$ cat config.mk
export PLATFORM = sky130hd
export DESIGN_NAME = dff_gate_enable_ctrl
export DESIGN_NICKNAME = d
export VERILOG_FILES = /design/src/rtl/dff_gate_enable_ctrl.sv
export SDC_FILE = /design/constraint.sdc
export NUM_CORES = 1
export LEC_CHECK = 0
export ABC_AREA = 1
export CAP_MARGIN = 20
export CORE_UTILIZATION = 30
export CTS_CLUSTER_SIZE = 30
export DETAILED_ROUTE_END_ITERATION = 10
export GPL_ROUTABILITY_DRIVEN = 0
export GPL_TIMING_DRIVEN = 0
export SYNTH_ARGS = -nofsm -noshare
export SYNTH_HDL_FRONTEND = slang
export SYNTH_SLANG_ARGS = --single-unit
$ cat constraint.sdc
create_clock -name clk -period 2.1 [get_ports clk]
set_clock_uncertainty 0.2 [all_clocks]
set_input_delay 0.63 -clock clk [delete_from_list [all_inputs] [get_ports clk]]
set_output_delay 0.63 -clock clk [all_outputs]
set_load 0.005 [all_outputs]
$ cat src/rtl/dff_gate_enable_ctrl.sv
// Enable generator for a clock-gated D flip-flop: watches d_in for activity, gates
// after a programmable quiet run, and counts the edges spent gated.
module dff_gate_enable_ctrl #(
  parameter int unsigned IDLE_CYCLES = 4,
  parameter int unsigned CNT_W       = 16,
  parameter int unsigned IDLE_W      = 8
) (
  input  logic             clk,
  input  logic             rst,
  input  logic             d_in,
  input  logic             force_on,
  input  logic             clr_cnt,
  output logic             enable,
  output logic             wake,
  output logic [1:0]       state_o,
  output logic [CNT_W-1:0] gated_cnt
);

  typedef enum logic [1:0] {
    ST_ACTIVE  = 2'd0,
    ST_HOLDOFF = 2'd1,
    ST_GATED   = 2'd2
  } state_t;

  localparam logic [IDLE_W-1:0] IDLE_LAST = IDLE_W'(IDLE_CYCLES - 1);
  localparam logic [CNT_W-1:0]  CNT_MAX   = '1;

  state_t            state, state_n;
  logic [IDLE_W-1:0] idle_cnt, idle_cnt_n;
  logic              d_prev;
  logic              wake_n;
  logic              act;

  assign act     = d_in ^ d_prev;
  assign state_o = state;

  // Next-state: force_on has priority over data activity.
  always_comb begin
    state_n    = state;
    idle_cnt_n = idle_cnt;
    wake_n     = 1'b0;
    if (force_on) begin
      state_n    = ST_ACTIVE;
      idle_cnt_n = '0;
      wake_n     = (state == ST_GATED);
    end else begin
      case (state)
        ST_ACTIVE: begin
          if (act) begin
            idle_cnt_n = '0;
          end else if (IDLE_CYCLES == 1) begin
            state_n = ST_GATED;
          end else begin
            state_n    = ST_HOLDOFF;
            idle_cnt_n = IDLE_W'(1);
          end
        end
        ST_HOLDOFF: begin
          if (act) begin
            state_n    = ST_ACTIVE;
            idle_cnt_n = '0;
          end else if (idle_cnt == IDLE_LAST) begin
            state_n    = ST_GATED;
            idle_cnt_n = '0;
          end else begin
            idle_cnt_n = idle_cnt + IDLE_W'(1);
          end
        end
        ST_GATED: begin
          if (act) begin
            state_n = ST_ACTIVE;
            wake_n  = 1'b1;
          end
        end
        default: begin
          state_n    = ST_ACTIVE;
          idle_cnt_n = '0;
        end
      endcase
    end
  end

  // Registered state, outputs and the saturating gated-edge counter.
  always_ff @(posedge clk) begin
    if (!rst) begin
      state     <= ST_ACTIVE;
      idle_cnt  <= '0;
      d_prev    <= 1'b0;
      enable    <= 1'b1;
      wake      <= 1'b0;
      gated_cnt <= '0;
    end else begin
      state    <= state_n;
      idle_cnt <= idle_cnt_n;
      d_prev   <= d_in;
      enable   <= (state_n != ST_GATED);
      wake     <= wake_n;
      if (clr_cnt) begin
        gated_cnt <= '0;
      end else if ((state == ST_GATED) && (gated_cnt != CNT_MAX)) begin
        gated_cnt <= gated_cnt + CNT_W'(1);
      end
    end
  end

endmodule

==> summary.txt, run 1 <==
Critical path
  • Crit path buf inv count: 1
  • Critical-path maximum fanout: 5
  • Reg-to-reg startpoint: gated_cnt[0]
  • Worst path depth: 1
  • Critical Path AT: roughly 1.2 ns
  • Reg2reg setup slack: ~0.23 ns
  • Type of origin of the critical path: flip-flop
  • FF-to-FF path depth: 9
  • Critical-path top delay cell: clkdlybuf4s50_1
  • Critical Path End: gated_cnt[5]
  • CP Launch Point: gated_cnt[5]
  • Worst EP required: 1.27 ns
  • CP peak stage delay: between 0.5 and 0.6 ns
  • R2r endpoint: gated_cnt[11]
  • Setup CP Type: reg2out
  • Worst Setup End Kind: output pin
  • Critical path cell sequence: clkdlybuf4s50_1
  • Crit path max-delay family: buffers and inverters

Global route
  • Routing usage on met1: 0.1593
  • Met2 Use GR: 0.2335
  • Vias in the first global route: 1324
  • First-pass GRT wire length: 5520 um
  • Initial antenna violation count: 0
  • Gr ovfl total: 0
  • All-Layer GR Usage: 0.1366
  • Largest net degree at the start of global routing: 11
  • Gr busiest metal: met2
  • GR Util met3: 0.03315

Clock network
  • Largest buffer count on any clock path: 2
  • Clock-pin transition on the worst setup and hold timing paths: around 0.060 ns
  • CTS HTree Levels: 2
  • CTS tree: built
  • Clk Latency, worst-skew pair: between 0.2 and 0.3 ns
  • # Post-CTS Setup Buffers: 0
  • CTS Buf Count: 5
  • Clk root buf: clkbuf_8
  • CTS sink cnt: 29

Layout
  • # nets final: 271
  • Commonest non-fill, non-tap cells in the layout: 70 x nand2_1, 40 x nor2_1, 24 x inv_1, 24 x clkdlybuf4s50_1
  • Most common cell after layout, fill and taps aside: nand2_1
  • Share of cells above drive strength 1: 0.09848
  • Area grow syn2layout: 28.36%
  • Diode count: 0
  • Fillers: around 500

Yosys
  • Synthesized area per cell: 6.514 um^2
  • Syn Inst Count: ~230
  • Register area share after synthesis: 0.3825
  • Number of library cell types mapped by synthesis: 21
  • Register bit total from synthesis: 29
  • Ys flop type: dfxtp_1
  • Synth warn: 0
  • Post-Syn Area: roughly 1500 um^2
  • Post-Syn Nets: between 200 and 250
  • Post-synth EDFFs: 0
  • Ys async rst share: 0

Power and ir drop
  • Leak pwr: roughly 0.70 nW
  • Sw frac: 0.2152
  • Int Pwr: between 0.8 and 0.9 mW
  • Switching power: between 0.2 and 0.25 mW
  • Total Power: 1.053 mW
  • Clock Power Share: 0.442
  • Max rail drop VDD: roughly 0.00026 V
  • Comb power frac: 0.030
  • Pwr Density: between 500 and 600 nW/um^2
  • Sequential power share: 0.528

Route
  • DR WL/cell: ~10 um
  • Pre-Repair DR Iteration Count: 4
  • DR vias: ~1500
  • Detailed router's first-iteration violation count: 58
  • Final WL: 3335 um
  • Drt via density: between 4 and 5
  • Final ANT Viol Nets: 0
  • # DRC: 0

Timing
  • Fin crit period: 2.051 ns
  • Worst slew pin tran: slightly below 0.5 ns
  • Final hold viol count: 0
  • Final max-slew violation count: 0
  • Final setup vio count: 0
  • Final period utilization: 0.9764
  • Slew Limit Headroom: 0.6769
  • RSZ-0062 raised after global routing: false
  • Setup TNS: 0 ns
  • Max Clock Freq: approximately 500 MHz

Floorplanning
  • Initial Util: 0.3171
  • Die Wd: around 73 um
  • Die area: between 5000 and 6000 um^2
  • IO Count: 25
  • Core area: ~4800 um^2
  • Row count: 25
  • Die height: 73.13 um

Status
  • Outcome: finished clean

Worst hold path
  • Min-Delay Path Class: reg2reg

Place
  • DP HPWL: about 2500 um
  • Port bufs: 24

Run
  • Max cap viols: 0
## per-layer routing
layer	share of wire	vias to the layer above
met2	0.47	28
met1	0.47	649
li1	-	802
met5	0	-
met4	0.019	0
met3	0.038	7
## cells in the mapped netlist (2+ instances only)
master | instances | area share
nor2_1 | 41 | 0.10
dfxtp_1 | 29 | 0.38
inv_1 | 24 | 0.059
nand2_1 | 70 | 0.17
xor2_1 | 5 | 0.029
xnor2_1 | 4 | 0.023
nand2_2 | 2 | 0.0082
o21ai_0 | 7 | 0.023
a21oi_1 | 18 | 0.059
nand3_1 | 15 | 0.049
nand4_1 | 7 | 0.029
ha_1 | 2 | 0.016
## worst min path at each step
stage                     cells after the start   startpoint           to
after floorplan                               2  idle_cnt[1]  idle_cnt[1]
after global placement                        2  idle_cnt[1]  idle_cnt[1]
after detailed placement                      2  idle_cnt[1]  idle_cnt[1]
after CTS                                     2  idle_cnt[1]  idle_cnt[1]
after global routing                          2  idle_cnt[1]  idle_cnt[1]
final                                         2  idle_cnt[1]  idle_cnt[1]
## registers in the layout, indices dropped and copies added (netlist names)
| name | flops |
|---|---|
| d_prev | 1 |
| state_o | 2 |
| idle_cnt | 8 |
| gated_cnt | 16 |
| enable | 1 |
| wake | 1 |
## cell type report
class	instances	area [um^2]	share of cell area
Timing Repair Buffer	24	240.2	0.1233
Clock buffer	7	86.33	0.04432
Multi-Input combinational cell	176	825.8	0.4239
Buffer	4	27.53	0.01413
Inverter	24	90.09	0.04624
Tap cell	67	83.83	0.04303
Sequential cell	29	594.3	0.3051
## logic make-up after synthesis
logic type / synth area share
DFF: 0.3825
buffers and inverters: 0.07749
AOI/OAI and AO/OA: 0.1031
adders and majority gates: 0.01649
xor gates and xnor gates: 0.05193
and+or+nand+nor: 0.3685
## power groups by stage
stage	registers, mW	clock network [mW]	logic [mW]
after floorplan	0.567	0	0.0160
after global placement	0.568	0	0.0310
after detailed placement	0.568	0	0.0315
after CTS	0.556	0.483	0.0317
after global routing	0.556	0.496	0.0359
final	0.556	0.465	0.0321
## per-stage QoR
step	std cells	cell area (um^2)	util	setup slack, ns	hold WS [ns]
after floorplan	233	1518	-	0.3919	0.2608
after global placement	324	1842	0.3848	-0.3087	0.2856
after detailed placement	324	1842	0.3848	-0.3341	0.2824
after CTS	331	1932	0.4037	0.002634	0.2921
after global routing	331	1948	0.4071	0.005073	0.3104
final	331	1948	0.4071	0.04946	0.2879
## what timing repair did
item | 4_1_cts | 5_1_grt
hold buffers | 0 | 0
resized for setup | 4 | 10
setup endpoints to repair | 7 | 22
(Power assumes the default switching activity.)
==> run 2: changes to the inputs <==
- CTS_CLUSTER_DIAMETER: unset -> 120
==> results of run 2 <==
Final layout, timing and power as in run 1 (identical DEF).
==> variant (flow settings as in run 1) <==
Set the parameter `CNT_W` to 12 (it was 16).
--- a/src/rtl/dff_gate_enable_ctrl.sv
+++ b/src/rtl/dff_gate_enable_ctrl.sv
@@ -2,7 +2,7 @@
 // after a programmable quiet run, and counts the edges spent gated.
 module dff_gate_enable_ctrl #(
   parameter int unsigned IDLE_CYCLES = 4,
-  parameter int unsigned CNT_W       = 16,
+  parameter int unsigned CNT_W       = 12,
   parameter int unsigned IDLE_W      = 8
 ) (
   input  logic             clk,
Interface: changed (resized gated_cnt); port bits go from 25 to 21. No check against the original RTL was run, so the function may have changed too.
==> variant against run 1 <==
  * Total power is 23% lower
  * Design area is 18% lower
  * Sequential cell count is 4 lower
  * Register-to-register slack better by 250 ps
  * Routed wire length is 22% lower
  * Die area is 15% lower
  * Sequential share of layout area is 1.4 points higher
  * Worst setup slack worse by 1.9 ps
  * Fmax hardly changed
  * Area after synthesis is 16% lower
  * Global-route usage is 0.67 points lower
  * Largest cell class unchanged
==> variant: results (changes against run 1) <==
* Status: finished clean
* Adder-Cell Fraction of Synth Area at 1.957% (+0.31 points)
* Inverters, non-clock at 26 (+8.3%)
* Largest net degree at the start of global routing at 14 (+3)
* First-pass GRT wire length at 4.374 mm (-21%)
* R2r setup slk at 480 ps (+250 ps)
* Post-synth net total at 196 (-18%)
* Commonest cells in the netlist: nand2_1 (50), nor2_1 (32), dfxtp_1 (25), inv_1 (23), a21oi_1 (11)
* Clock slew at reported path FFs at 90 ps (+30 ps)
* Hold slack at 280.0 ps (-7.858 ps)
* Crit path from: state_o[1]$_SDFF_PN0_
* Via/cell ratio at 4.452 (-0.82%)
* Min-delay src: idle_cnt[0]$_SDFFE_PP0P_
* Placed Area at 1541 um2 (-16%)
* Maximum VDD drop at 0.2406 mV (-5.8%)
* Synthesized area per cell at 6.766 um2 (+3.9%)
* Num CTS Buffers at 3 (-2)
* HPWL after DPL at 1.972 mm (-21%)
* Clock buffer count in the final layout at 4 (-3)
* Nets at 221 (-18%)
* Mux cell area share after synthesis at 0.7828% (+0.78 points)
* Final-layout non-clock buffer area share at 13.22% (-0.52 points)
* Critical R2R Launch: gated_cnt[1]$_SDFFE_PP0P_
* NetSw at 179.8 uW (-21%)
* Non-clk bufs at 21 (-25%)
* Htree depth at 1 (-1)
* Clock-cell share at 2.817% (-1.6 points)
* Compound-Gate Fraction of Synth Area at 7.241% (-3.1 points)
* Final cell area excluding filler cells at 1599 um2 (-18%)
* Leakage power at 0.0005839 uW (-16%)
* Worst r2r path cells at 8 (-1)
* Synth area leaders: dfxtp_1 (39%), nand2_1 (15%), nor2_1 (9.4%)
* Seq area share at 31.92% (+1.4 points)
* Initial DRC Count at 32 (-45%)
* Port-buffer cells at 20 (-17%)
* Ratio of cells with drive above 1 in the final layout at 10.80% (+0.95 points)
* XOR/XNOR Fraction of Synth Area at 6.849% (+1.7 points)
* Critical Path Sink: state_o[1]
* Hold EP: idle_cnt[0]$_SDFFE_PP0P_
* Pre-CTS setup slack at -119.6 ps (+214.5 ps)
* Placed Cells at 259 (-20%)
* Vias in the first global route at 985 (-26%)
* Final wirelength at 2.591 mm (-22%)
* Measured slew at the worst slew-check pin at 321.6 ps (-163.0 ps)
* Sequential area share after synthesis at 39.14% (+0.89 points)
* Total global-route track usage at 12.99% (-0.67 points)
* Fillers at 428 (-16%)
* Footprint of the multi-input gates at 671.9 um2 (-19%)
* Clk sinks at 25 (-14%)
* Tapcells at 50 (-25%)
variant: worst reg2reg max path: cells and delay by family (launching register included):
kind	cells	cell delay (ps)
adders and majority gates	1	220
DFF	1	400
AOI/OAI and AO/OA	1	140
and+or+nand+nor	5	460
buffers and inverters	1	140
variant: power by group through the flow:
stage / sequential [uW] / clock, uW / combinational [uW]
2_1_floorplan: 490 / 0 / 17.9
3_3_place_gp: 490 / 0 / 33.3
3_5_place_dp: 490 / 0 / 33.5
4_1_cts: 479 / 305 / 33.8
5_1_grt: 480 / 327 / 38.7
6_report: 479 / 294 / 33.6
variant: metal layers:
layer  part of all wire, %  vias to the layer above  global-route usage, %  routed length [um]
li1                      -                      646                      -                   -
met1                    52                      501                  18.00                1347
met2                    42                       19                  19.00                1080
met3                   3.7                        5                  2.027                  97
met4                   2.5                        0                  7.181                  65
met5                     0                        -                      0                   0
variant: cells by family after synthesis:
kind of cell / count (synthesis)
fa+ha+maj: 2
flops: 25
mux: 1
simple gates: 106
compound gates: 18
buf+inv: 27
xor+xnor: 10
